[config.mk]
export PLATFORM = sky130hd
export DESIGN_NAME = rtc_bus_cycle_flat
export DESIGN_NICKNAME = d
export VERILOG_FILES = /design/src/rtl/rtc_bus_pkg.sv /design/src/rtl/rtc_bus_cycle_if.sv /design/src/rtl/rtc_phase_timer.sv /design/src/rtl/rtc_bus_cycle.sv /design/src/flat_wrapper.sv
export SDC_FILE = /design/constraint.sdc
export NUM_CORES = 1
export LEC_CHECK = 0
export CORE_MARGIN = 8
export CORE_UTILIZATION = 50
export DETAILED_ROUTE_END_ITERATION = 8
export PLACE_DENSITY = 0.8
export SLEW_MARGIN = 10
export SYNTH_ARGS = -nofsm -noshare
export SYNTH_HDL_FRONTEND = slang
export SYNTH_SLANG_ARGS = --single-unit
[constraint.sdc]
create_clock -name clk -period 2.1 [get_ports clk]
set_input_delay 0.21 -clock clk [delete_from_list [all_inputs] [get_ports clk]]
set_output_delay 0.21 -clock clk [all_outputs]
set_load 0.05 [all_outputs]
[src/rtl/rtc_bus_pkg.sv]
// Shared types and timing defaults for the multiplexed A/D RTC bus-cycle generator.
package rtc_bus_pkg;

  localparam int DW_DEF    = 8;
  localparam int T_SU_DEF  = 2;
  localparam int T_STB_DEF = 4;
  localparam int T_HLD_DEF = 2;
  localparam int T_GAP_DEF = 3;

  typedef enum logic [3:0] {
    S_IDLE,
    S_A_SU,
    S_A_STB,
    S_A_HLD,
    S_GAP,
    S_D_SU,
    S_D_STB,
    S_D_HLD,
    S_RECOV
  } state_e;

  function automatic int max4(input int a, input int b, input int c, input int d);
    int m;
    m = a;
    if (b > m) m = b;
    if (c > m) m = c;
    if (d > m) m = d;
    return m;
  endfunction

  // Cycle number (accept cycle counts as 1) in which done is high.
  function automatic int rtc_latency(input int t_su, input int t_stb, input int t_hld,
                                     input int t_gap, input bit skip);
    int phase;
    phase = t_su + t_stb + t_hld;
    return skip ? phase + 1 : 2 * phase + t_gap + 1;
  endfunction

endpackage

[src/rtl/rtc_bus_cycle_if.sv]
// Controller handshake plus pad-side A/D bus signals of the RTC bus-cycle generator.
interface rtc_bus_cycle_if #(parameter int DW = 8);
  logic          start;
  logic          write_en;
  logic          skip_addr;
  logic [DW-1:0] addr;
  logic [DW-1:0] wdata;
  logic [DW-1:0] ad_in;
  logic [DW-1:0] ad_out;
  logic          ad_oe;
  logic          cs_n;
  logic          rd_n;
  logic          wr_n;
  logic          ad_n;
  logic          busy;
  logic          done;
  logic [DW-1:0] rdata;

  modport master (
    output start, write_en, skip_addr, addr, wdata, ad_in,
    input  ad_out, ad_oe, cs_n, rd_n, wr_n, ad_n, busy, done, rdata
  );

  modport slave (
    input  start, write_en, skip_addr, addr, wdata, ad_in,
    output ad_out, ad_oe, cs_n, rd_n, wr_n, ad_n, busy, done, rdata
  );
endinterface

[src/rtl/rtc_phase_timer.sv]
// Loadable down-counter; expired is high while the count sits at zero.
module rtc_phase_timer #(
  parameter int W = 3
) (
  input  logic         clk,
  input  logic         reset,
  input  logic         load_i,
  input  logic [W-1:0] load_val_i,
  output logic         expired_o
);

  logic [W-1:0] cnt_q, cnt_d;

  always_comb begin
    cnt_d = cnt_q;
    if (load_i)             cnt_d = load_val_i;
    else if (cnt_q != '0)   cnt_d = cnt_q - W'(1);
  end

  always_ff @(posedge clk or posedge reset) begin
    if (reset) cnt_q <= '0;
    else       cnt_q <= cnt_d;
  end

  assign expired_o = (cnt_q == '0);

endmodule

[src/rtl/rtc_bus_cycle.sv]
// Bus-cycle generator for the multiplexed A/D RTC interface: optional address
// phase, gap, data phase (read or write), recovery; all pad strobes registered.
//
// state   | meaning
// IDLE    | waiting for start, bus released
// A_SU    | address driven, CS low, strobes high
// A_STB   | address latched into RTC by WR low
// A_HLD   | address held, strobes released
// GAP     | CS high between phases
// D_SU    | CS low, data driven on writes
// D_STB   | RD or WR low; read data captured on exit
// D_HLD   | data held, strobes released
// RECOV   | CS high, done on first cycle, still busy
module rtc_bus_cycle
  import rtc_bus_pkg::*;
#(
  parameter int DW    = DW_DEF,
  parameter int T_SU  = T_SU_DEF,
  parameter int T_STB = T_STB_DEF,
  parameter int T_HLD = T_HLD_DEF,
  parameter int T_GAP = T_GAP_DEF
) (
  input logic            clk,
  input logic            reset,
  rtc_bus_cycle_if.slave bus
);

  localparam int CW = $clog2(max4(T_SU, T_STB, T_HLD, T_GAP)) + 1;

  state_e        state_q, state_d;
  logic          write_q, skip_q;
  logic [DW-1:0] addr_q, wdata_q, rdata_q;
  logic          accept, write_m;
  logic [DW-1:0] addr_m, wdata_m;
  logic          cs_n_q, cs_n_d, rd_n_q, rd_n_d, wr_n_q, wr_n_d, ad_n_q, ad_n_d;
  logic          ad_oe_q, ad_oe_d, busy_q, busy_d, done_q, done_d;
  logic [DW-1:0] ad_out_q, ad_out_d;
  logic          tmr_load, tmr_expired;
  logic [CW-1:0] tmr_val;

  function automatic logic [CW-1:0] phase_len(input state_e s);
    case (s)
      S_A_SU,  S_D_SU:  return CW'(T_SU - 1);
      S_A_STB, S_D_STB: return CW'(T_STB - 1);
      S_A_HLD, S_D_HLD: return CW'(T_HLD - 1);
      S_GAP,   S_RECOV: return CW'(T_GAP - 1);
      default:          return '0;
    endcase
  endfunction

  assign accept = (state_q == S_IDLE) && bus.start;

  // Outputs are decoded from the next state, so the accept edge must see the
  // live request fields rather than the copies being latched on that edge.
  assign write_m = accept ? bus.write_en : write_q;
  assign addr_m  = accept ? bus.addr     : addr_q;
  assign wdata_m = accept ? bus.wdata    : wdata_q;

  assign tmr_load = (state_d != state_q);
  assign tmr_val  = phase_len(state_d);

  rtc_phase_timer #(.W(CW)) u_timer (
    .clk       (clk),
    .reset     (reset),
    .load_i    (tmr_load),
    .load_val_i(tmr_val),
    .expired_o (tmr_expired)
  );

  always_ff @(posedge clk or posedge reset) begin
    if (reset) begin
      state_q  <= S_IDLE;
      write_q  <= 1'b0;
      skip_q   <= 1'b0;
      addr_q   <= '0;
      wdata_q  <= '0;
      rdata_q  <= '0;
      cs_n_q   <= 1'b1;
      rd_n_q   <= 1'b1;
      wr_n_q   <= 1'b1;
      ad_n_q   <= 1'b1;
      ad_oe_q  <= 1'b0;
      ad_out_q <= '0;
      busy_q   <= 1'b0;
      done_q   <= 1'b0;
    end else begin
      state_q  <= state_d;
      cs_n_q   <= cs_n_d;
      rd_n_q   <= rd_n_d;
      wr_n_q   <= wr_n_d;
      ad_n_q   <= ad_n_d;
      ad_oe_q  <= ad_oe_d;
      ad_out_q <= ad_out_d;
      busy_q   <= busy_d;
      done_q   <= done_d;
      if (accept) begin
        write_q <= bus.write_en;
        skip_q  <= bus.skip_addr;
        addr_q  <= bus.addr;
        wdata_q <= bus.wdata;
      end
      if (state_q == S_D_STB && state_d != S_D_STB && !write_q) rdata_q <= bus.ad_in;
    end
  end

  always_comb begin
    state_d = state_q;
    case (state_q)
      S_IDLE:  if (bus.start)  state_d = bus.skip_addr ? S_D_SU : S_A_SU;
      S_A_SU:  if (tmr_expired) state_d = S_A_STB;
      S_A_STB: if (tmr_expired) state_d = S_A_HLD;
      S_A_HLD: if (tmr_expired) state_d = S_GAP;
      S_GAP:   if (tmr_expired) state_d = S_D_SU;
      S_D_SU:  if (tmr_expired) state_d = S_D_STB;
      S_D_STB: if (tmr_expired) state_d = S_D_HLD;
      S_D_HLD: if (tmr_expired) state_d = S_RECOV;
      S_RECOV: if (tmr_expired) state_d = S_IDLE;
      default: state_d = S_IDLE;
    endcase
  end

  always_comb begin
    cs_n_d   = 1'b1;
    rd_n_d   = 1'b1;
    wr_n_d   = 1'b1;
    ad_n_d   = 1'b1;
    ad_oe_d  = 1'b0;
    ad_out_d = '0;
    busy_d   = (state_d != S_IDLE);
    done_d   = (state_d == S_RECOV) && (state_q != S_RECOV);
    case (state_d)
      S_A_SU, S_A_STB, S_A_HLD: begin
        cs_n_d   = 1'b0;
        ad_n_d   = 1'b0;
        ad_oe_d  = 1'b1;
        ad_out_d = addr_m;
        wr_n_d   = (state_d != S_A_STB);
      end
      S_D_SU, S_D_STB, S_D_HLD: begin
        cs_n_d  = 1'b0;
        ad_oe_d = write_m;
        if (write_m) ad_out_d = wdata_m;
        if (state_d == S_D_STB) begin
          if (write_m) wr_n_d = 1'b0;
          else         rd_n_d = 1'b0;
        end
      end
      default: ;
    endcase
  end

  assign bus.cs_n   = cs_n_q;
  assign bus.rd_n   = rd_n_q;
  assign bus.wr_n   = wr_n_q;
  assign bus.ad_n   = ad_n_q;
  assign bus.ad_oe  = ad_oe_q;
  assign bus.ad_out = ad_out_q;
  assign bus.busy   = busy_q;
  assign bus.done   = done_q;
  assign bus.rdata  = rdata_q;

endmodule

[src/flat_wrapper.sv]
// flat-port wrapper written by rule: the top's interface ports become plain ports
module rtc_bus_cycle_flat import rtc_bus_pkg::*;
#(
  parameter int DW    = DW_DEF,
  parameter int T_SU  = T_SU_DEF,
  parameter int T_STB = T_STB_DEF,
  parameter int T_HLD = T_HLD_DEF,
  parameter int T_GAP = T_GAP_DEF
)
  (clk, reset, bus_start, bus_write_en, bus_skip_addr, bus_addr, bus_wdata, bus_ad_in, bus_ad_out, bus_ad_oe, bus_cs_n, bus_rd_n, bus_wr_n, bus_ad_n, bus_busy, bus_done, bus_rdata);
  rtc_bus_cycle_if #(.DW(DW)) bus_i ();
  input logic clk;
  input logic reset;
  input wire logic [$bits(bus_i.start)-1:0] bus_start;
  input wire logic [$bits(bus_i.write_en)-1:0] bus_write_en;
  input wire logic [$bits(bus_i.skip_addr)-1:0] bus_skip_addr;
  input wire logic [$bits(bus_i.addr)-1:0] bus_addr;
  input wire logic [$bits(bus_i.wdata)-1:0] bus_wdata;
  input wire logic [$bits(bus_i.ad_in)-1:0] bus_ad_in;
  output wire logic [$bits(bus_i.ad_out)-1:0] bus_ad_out;
  output wire logic [$bits(bus_i.ad_oe)-1:0] bus_ad_oe;
  output wire logic [$bits(bus_i.cs_n)-1:0] bus_cs_n;
  output wire logic [$bits(bus_i.rd_n)-1:0] bus_rd_n;
  output wire logic [$bits(bus_i.wr_n)-1:0] bus_wr_n;
  output wire logic [$bits(bus_i.ad_n)-1:0] bus_ad_n;
  output wire logic [$bits(bus_i.busy)-1:0] bus_busy;
  output wire logic [$bits(bus_i.done)-1:0] bus_done;
  output wire logic [$bits(bus_i.rdata)-1:0] bus_rdata;
  assign bus_i.start = bus_start;
  assign bus_i.write_en = bus_write_en;
  assign bus_i.skip_addr = bus_skip_addr;
  assign bus_i.addr = bus_addr;
  assign bus_i.wdata = bus_wdata;
  assign bus_i.ad_in = bus_ad_in;
  assign bus_ad_out = bus_i.ad_out;
  assign bus_ad_oe = bus_i.ad_oe;
  assign bus_cs_n = bus_i.cs_n;
  assign bus_rd_n = bus_i.rd_n;
  assign bus_wr_n = bus_i.wr_n;
  assign bus_ad_n = bus_i.ad_n;
  assign bus_busy = bus_i.busy;
  assign bus_done = bus_i.done;
  assign bus_rdata = bus_i.rdata;
  rtc_bus_cycle #(.DW(DW), .T_SU(T_SU), .T_STB(T_STB), .T_HLD(T_HLD), .T_GAP(T_GAP)) u_core (.clk(clk), .reset(reset), .bus(bus_i));
endmodule
==> results of run 1 <==
sequential cells by signal, indices dropped and copies added (netlist names):
name	cells
u_core.addr_q	8
u_core.bus.ad_out	8
u_core.bus.rdata	8
u_core.wdata_q	8
u_core.state_q	4
u_core.u_timer.cnt_q	3
u_core.bus.ad_n	1
u_core.bus.ad_oe	1
u_core.bus.busy	1
u_core.bus.cs_n	1
u_core.bus.done	1
u_core.bus.rd_n	1
u_core.bus.wr_n	1
u_core.write_q	1
metrics by stage:
| step | cell area [µm²] | power, W |
|---|---|---|
| global route | 3000 | 0.00537 |
| finish | 3000 | 0.00504 |
| floorplan | 2280 | 0.00360 |
| CTS | 2990 | 0.00505 |
| detailed placement | 2870 | 0.00437 |
| global placement | 2870 | 0.00430 |
where the power goes:
group / internal [W] / switching (W) / total, W / leakage, nW
Sequential: 0.00135 / 0.000268 / 0.00161 / 0.566
Combinational: 0.00113 / 0.00162 / 0.00275 / 0.665
Clock: 0.000361 / 0.000317 / 0.000678 / 0.0587
Total: 0.00283 / 0.00221 / 0.00504 / 1.29
synth_stat cells (all sizes together):
master / n / area [µm²]
mux2: 16 / 180
buf: 10 / 68.8
nor2b: 4 / 27.5
nand3: 4 / 25.0
and2: 10 / 65.1
a311oi: 8 / 120
dfstp: 4 / 105
a2111oi: 2 / 17.5
dfrtp: 43 / 1080
clkbuf: 3 / 11.3
nand2b: 2 / 12.5
o211a: 1 / 10.0
nor3: 2 / 21.3
nor4: 2 / 12.5
o211ai: 1 / 7.51
a211oi: 1 / 7.51
and4b: 1 / 13.8
o21ai: 3 / 15.0
a21oi: 15 / 75.1
nand2: 39 / 149
mux2i: 3 / 42.5
a221oi: 8 / 70.1
nor2: 5 / 18.8
nand3b: 1 / 7.51
o22ai: 1 / 6.26
or3: 4 / 30.0
ha: 2 / 25.0
a31o: 1 / 8.76
a31oi: 2 / 12.5
and3: 1 / 6.26
inv: 6 / 22.5
or2: 1 / 6.26
final timing paths:
check / slack (ps) / endpoint / from
max: 130 / u_core.bus.ad_out[6] / u_core.u_timer.cnt_q[0]
min: 220 / u_core.bus.rdata[3] / reset
max reg2reg: 130 / u_core.bus.ad_out[6] / u_core.u_timer.cnt_q[0]
min reg2reg: 500 / u_core.addr_q[5] / u_core.addr_q[5]
max in group asynchronous: 1320 / u_core.bus.ad_n / reset
min in group clk: 480 / u_core.addr_q[6] / bus_addr[6]
routing by layer:
layer / track usage, % / share of wire, % / up-vias
li1: - / - / 839
met1: 19.0 / 46 / 830
met2: 24.0 / 48 / 52
met3: 3.81 / 4.7 / 7
met4: 4.71 / 1.5 / 0
met5: 0 / 0 / -
layout make-up:
class                           instances  area, µm²  share of cell area (%)
Clock inverter                          3       47.5                    1.58
Sequential cell                        47       1180                    39.3
Inverter                                6       22.5                   0.750
Tap cell                               52       65.1                    2.17
Timing Repair Buffer                   61        611                    20.3
Multi-Input combinational cell        140       1010                    33.5
Clock buffer                            5       68.8                    2.29
kinds of logic after synthesis:
logic type,after synthesis,synth area share (%)
flip-flops,47,51.9
multiplexers,19,9.78
AO/OA/AOI/OAI,43,15.4
AND/OR/NAND/NOR,76,17.4
adder cells (fa/ha/maj),2,1.10
buffers and inverters,19,4.51
what timing repair did:
item,in CTS,in global routing
resized for setup,0,3
hold endpoints to repair,0,0
setup endpoints to repair,0,5
==> flow_metrics.env, run 1 <==
export IMPL_r2r_cells=7
export IMPL_area_growth_synth_to_final_pct=31.9
export IMPL_cp_top_family="flip-flops"
export IMPL_grt_pass1_vias=1806
export IMPL_postSynthCellCount=206
export IMPL_postCtsSetupRepairBufs=0
export IMPL_hold_viol=0
export IMPL_hpwl_mm=3.79
export IMPL_die_area_um2=6970
export IMPL_max_stage_delay_ps=420
export IMPL_fin_ws_ps=125
export IMPL_crit_slowest_cell="dfrtp_1"
export IMPL_viasPerCell=5.50
export IMPL_crit_type="flip-flop to flip-flop"
export IMPL_status="finished clean"
export IMPL_slew_violations=0
export IMPL_gp_congestion=0.834
export IMPL_clock_latency_ps=290
export IMPL_synthesis_nets=237
export IMPL_cap_viol_max_count=0
export IMPL_grt_overflow=0
export IMPL_htreeDepth=2
export IMPL_ctsHoldBuffers=0
export IMPL_cts_path_max_buffers=2
export IMPL_arrival_ps=2180
export IMPL_leakage_nw=1.29
export IMPL_clock_tree_root_cell="clkbuf_8"
export IMPL_rsz0062_at_grt="no"
export IMPL_routed_wl_mm=5.09
export IMPL_skew_ps=3.14
export IMPL_final_common_cell="clkdlybuf4s50_1"
export IMPL_drt_first_iter_violations=51
export IMPL_final_core_util_pct=68.5
export IMPL_drcViolationCount=0
export IMPL_clk_pin_slew_worst_paths_ps=90
export IMPL_io_pins=52
export IMPL_antenna_found_initial=0
export IMPL_synth_area_um2=2280
export IMPL_nFillCells=331
export IMPL_period_minus_slack_ps=1970
export IMPL_fin_setup_tns_ps=0
export IMPL_dpl_cell_count=306
export IMPL_startpoint_type="flip-flop"
export IMPL_worst_ep_required_time_ps=2300
export IMPL_fin_crit_sh_pct=94.0
export IMPL_max_slew_worst_pin_slew_ps=514
export IMPL_ys_seq_area_share_pct=51.9
export IMPL_timing_hold_ws_ps=225
export IMPL_final_cells=314
export IMPL_grt_max_degree=28
export IMPL_slew_headroom_pct=65.6
export IMPL_fp_coreArea_um2=4380
export IMPL_drive_gt1_share_pct=22.5
export IMPL_post_drt_wl_per_cell_um=16.2
export IMPL_pre_cts_ws_ps=121
export IMPL_firstDrtPassIters=4
export IMPL_hold_path_class="primary input to async pin"
export IMPL_path_depth=7
export IMPL_critPathCaptureType="flip-flop"
export IMPL_ys_types=42
export IMPL_track_usage_pct=14.9
export IMPL_clock_sinks=47
export IMPL_cts_tree="built"
export IMPL_vias=1728
export IMPL_syn_area_per_cell_um2=11.1
export IMPL_start_util_pct=51.9
export IMPL_die_x_um=83.5
export IMPL_diodes=0
export IMPL_ant_nets=0
export IMPL_vdd_drop_max_uv=901
export IMPL_die_h_um=83.5
export IMPL_layout_common_cells="clkdlybuf4s50_1, dfrtp_1, nand2_1"
export IMPL_cp_max_fo=5
export IMPL_port_buffer_count=51
export IMPL_cp_cell_sequence="inv_1 -> ha_1 -> and4b_4 -> mux2i_4 -> buf_4 -> a221oi_1 -> a311oi_2"
export IMPL_final_nets=292
export IMPL_worst_path_buf_inv=2
export IMPL_setup_violations=0
export IMPL_ys_warnings_count=0
export IMPL_ys_ff_latch=47
export IMPL_power_density_nw_per_um2=1680
export IMPL_fp_row_count=24
export IMPL_grt_pass1_wl_mm=8.78
export IMPL_max_clock_freq_mhz=506
export IMPL_cts_buffers_inserted=5
Note: power is estimated with default switching activity, not from simulation.
==> run 2, diff against run 1 <==
--- a/config.mk
+++ b/config.mk
@@ -6,8 +6,10 @@
 export NUM_CORES = 1
 export LEC_CHECK = 0
-export CORE_MARGIN = 8
-export CORE_UTILIZATION = 50
+export CELL_PAD_IN_SITES_DETAIL_PLACEMENT = 1
+export CELL_PAD_IN_SITES_GLOBAL_PLACEMENT = 1
+export CORE_MARGIN = 1
+export CORE_UTILIZATION = 39
 export DETAILED_ROUTE_END_ITERATION = 8
-export PLACE_DENSITY = 0.8
+export PLACE_DENSITY_LB_ADDON = 0.1
 export SLEW_MARGIN = 10
 export SYNTH_ARGS = -nofsm -noshare
==> constraint.sdc (replaced) <==
create_clock -name clk -period 2.1 [get_ports clk]
set_input_delay 0.525 -clock clk [delete_from_list [all_inputs] [get_ports clk]]
set_output_delay 0.525 -clock clk [all_outputs]
set_load 0.05 [all_outputs]
==> run 2 against run 1 <==
Fmax shrank 2.0%. Sequential share of layout area shrank 1.2 points. Clock-buffer cell count is the same. Wire length grew 19%.
==> flow_metrics.env, run 2 (synthesis results as in run 1) <==
export IMPL_cts_path_max_buffers=2
export IMPL_grt_overflow=0
export IMPL_r2r_cells=6
export IMPL_power_density_nw_per_um2=1670
export IMPL_die_area_um2=6150
export IMPL_rsz0062_at_grt="yes"
export IMPL_dpl_cell_area_um2=2990
export IMPL_p_total_w=0.00516
export IMPL_post_drt_wl_per_cell_um=17.5
export IMPL_final_core_util_pct=55.6
export IMPL_ctsHoldBuffers=0
export IMPL_hpwl_mm=4.48
export IMPL_fin_crit_sh_pct=96.0
export IMPL_period_minus_slack_ps=2020
export IMPL_skew_ps=6.09
export IMPL_final_nets=305
export IMPL_leakage_nw=1.34
export IMPL_cp_max_fo=2
export IMPL_max_slew_worst_pin_slew_ps=521
export IMPL_gp_congestion=0.783
export IMPL_postCtsSetupRepairBufs=0
export IMPL_postLayoutCellArea_um2=3100
export IMPL_die_x_um=78.4
export IMPL_cp_cell_sequence="clkdlybuf4s50_1"
export IMPL_fp_coreArea_um2=5570
export IMPL_viasPerCell=5.28
export IMPL_die_h_um=78.4
export IMPL_antenna_found_initial=0
export IMPL_vdd_drop_max_uv=832
export IMPL_setup_violations=0
export IMPL_port_buffer_count=51
export IMPL_seqPwrFrac_pct=31.6
export IMPL_routed_wl_mm=6.07
export IMPL_grt_pass1_wl_mm=10.2
export IMPL_track_usage_pct=22.1
export IMPL_startpoint_type="flip-flop"
export IMPL_max_stage_delay_ps=820
export IMPL_path_depth=1
export IMPL_final_cells=347
export IMPL_crit_type="flip-flop to primary output"
export IMPL_vias=1833
export IMPL_clock_latency_ps=310
export IMPL_worst_ep_required_time_ps=1570
export IMPL_grt_pass1_vias=2052
export IMPL_clock_power_share_pct=13.4
export IMPL_timing_hold_ws_ps=499
export IMPL_ant_nets=0
export IMPL_drcViolationCount=0
export IMPL_slew_violations=0
export IMPL_cts_buffers_inserted=5
export IMPL_slew_headroom_pct=65.2
export IMPL_arrival_ps=1490
export IMPL_start_util_pct=40.9
export IMPL_p_sw_w=0.00228
export IMPL_max_clock_freq_mhz=496
export IMPL_htreeDepth=2
export IMPL_drive_gt1_share_pct=26.9
export IMPL_grt_max_degree=24
export IMPL_firstDrtPassIters=4
export IMPL_hold_path_class="flip-flop to flip-flop"
export IMPL_hold_viol=0
export IMPL_p_int_w=0.00288
export IMPL_area_growth_synth_to_final_pct=36.2
export IMPL_cts_tree="built"
export IMPL_clock_tree_root_cell="clkbuf_8"
export IMPL_whs_path_depth=2
export IMPL_cap_viol_max_count=0
export IMPL_crit_slowest_cell="clkdlybuf4s50_1"
export IMPL_dpl_cell_count=339
export IMPL_reg2reg_slack_ps=150
export IMPL_critPathCaptureType="primary output"
export IMPL_clk_pin_slew_worst_paths_ps=90
export IMPL_cp_top_family="buffers and inverters"
export IMPL_diodes=0
export IMPL_drt_first_iter_violations=101
export IMPL_swShare_pct=44.2
export IMPL_fp_row_count=27
export IMPL_status="finished clean"
export IMPL_clock_sinks=47
export IMPL_ctsResizeCount=0
export IMPL_p_comb_share_pct=54.9
export IMPL_layout_common_cells="clkdlybuf4s50_1, dfrtp_1, nand2_1"
export IMPL_worst_path_buf_inv=1
export IMPL_final_common_cell="clkdlybuf4s50_1"
export IMPL_io_pins=52
## run 2: final cells by class
class	count	area, µm²
fill	620	2470
sequential	47	1180
multi-input combinational	140	993
timing repair buffer	74	698
tap	72	90.1
clock buffer	5	68.8
clock inverter	3	46.3
inverter	6	22.5
## run 2: power groups by stage
stage,clock [W],sequential [W],combinational (W)
after floorplan,0,0.00222,0.00137
after global placement,0,0.00164,0.00277
after detailed placement,0,0.00165,0.00285
after CTS,0.000710,0.00163,0.00286
after global routing,0.000747,0.00169,0.00305
final,0.000694,0.00163,0.00284
## run 2: worst paths after layout
| kind | end | startpoint |
|---|---|---|
| worst min-delay path | u_core.addr_q[2] | u_core.addr_q[2] |
| worst max register to register | u_core.bus.ad_out[7] | u_core.u_timer.cnt_q[0] |
| max in group asynchronous | u_core.bus.cs_n | reset |
| worst max-delay path | bus_rdata[0] | u_core.bus.rdata[0] |
| worst min register to register | u_core.addr_q[2] | u_core.addr_q[2] |
| min in group asynchronous | u_core.bus.ad_out[0] | reset |
## run 2: routing by layer
metal  wire [µm]  part of all wire, %  GRT usage, %  vias up
li1            -                    -             -      870
met1        2610                   43          26.0      906
met3         177                  2.9          3.49       13
met4         163                  2.7          8.52        0
met2        3120                   51          40.0       44
met5           0                    0             0        -
## run 2: metrics by stage
stage	setup slack, ps	TNS [ps]
2_1_floorplan	281	0
3_3_place_gp	-107	-1610
3_5_place_dp	-228	-2550
4_1_cts	66.6	0
5_1_grt	-28.0	-51.7
6_report	83.8	0
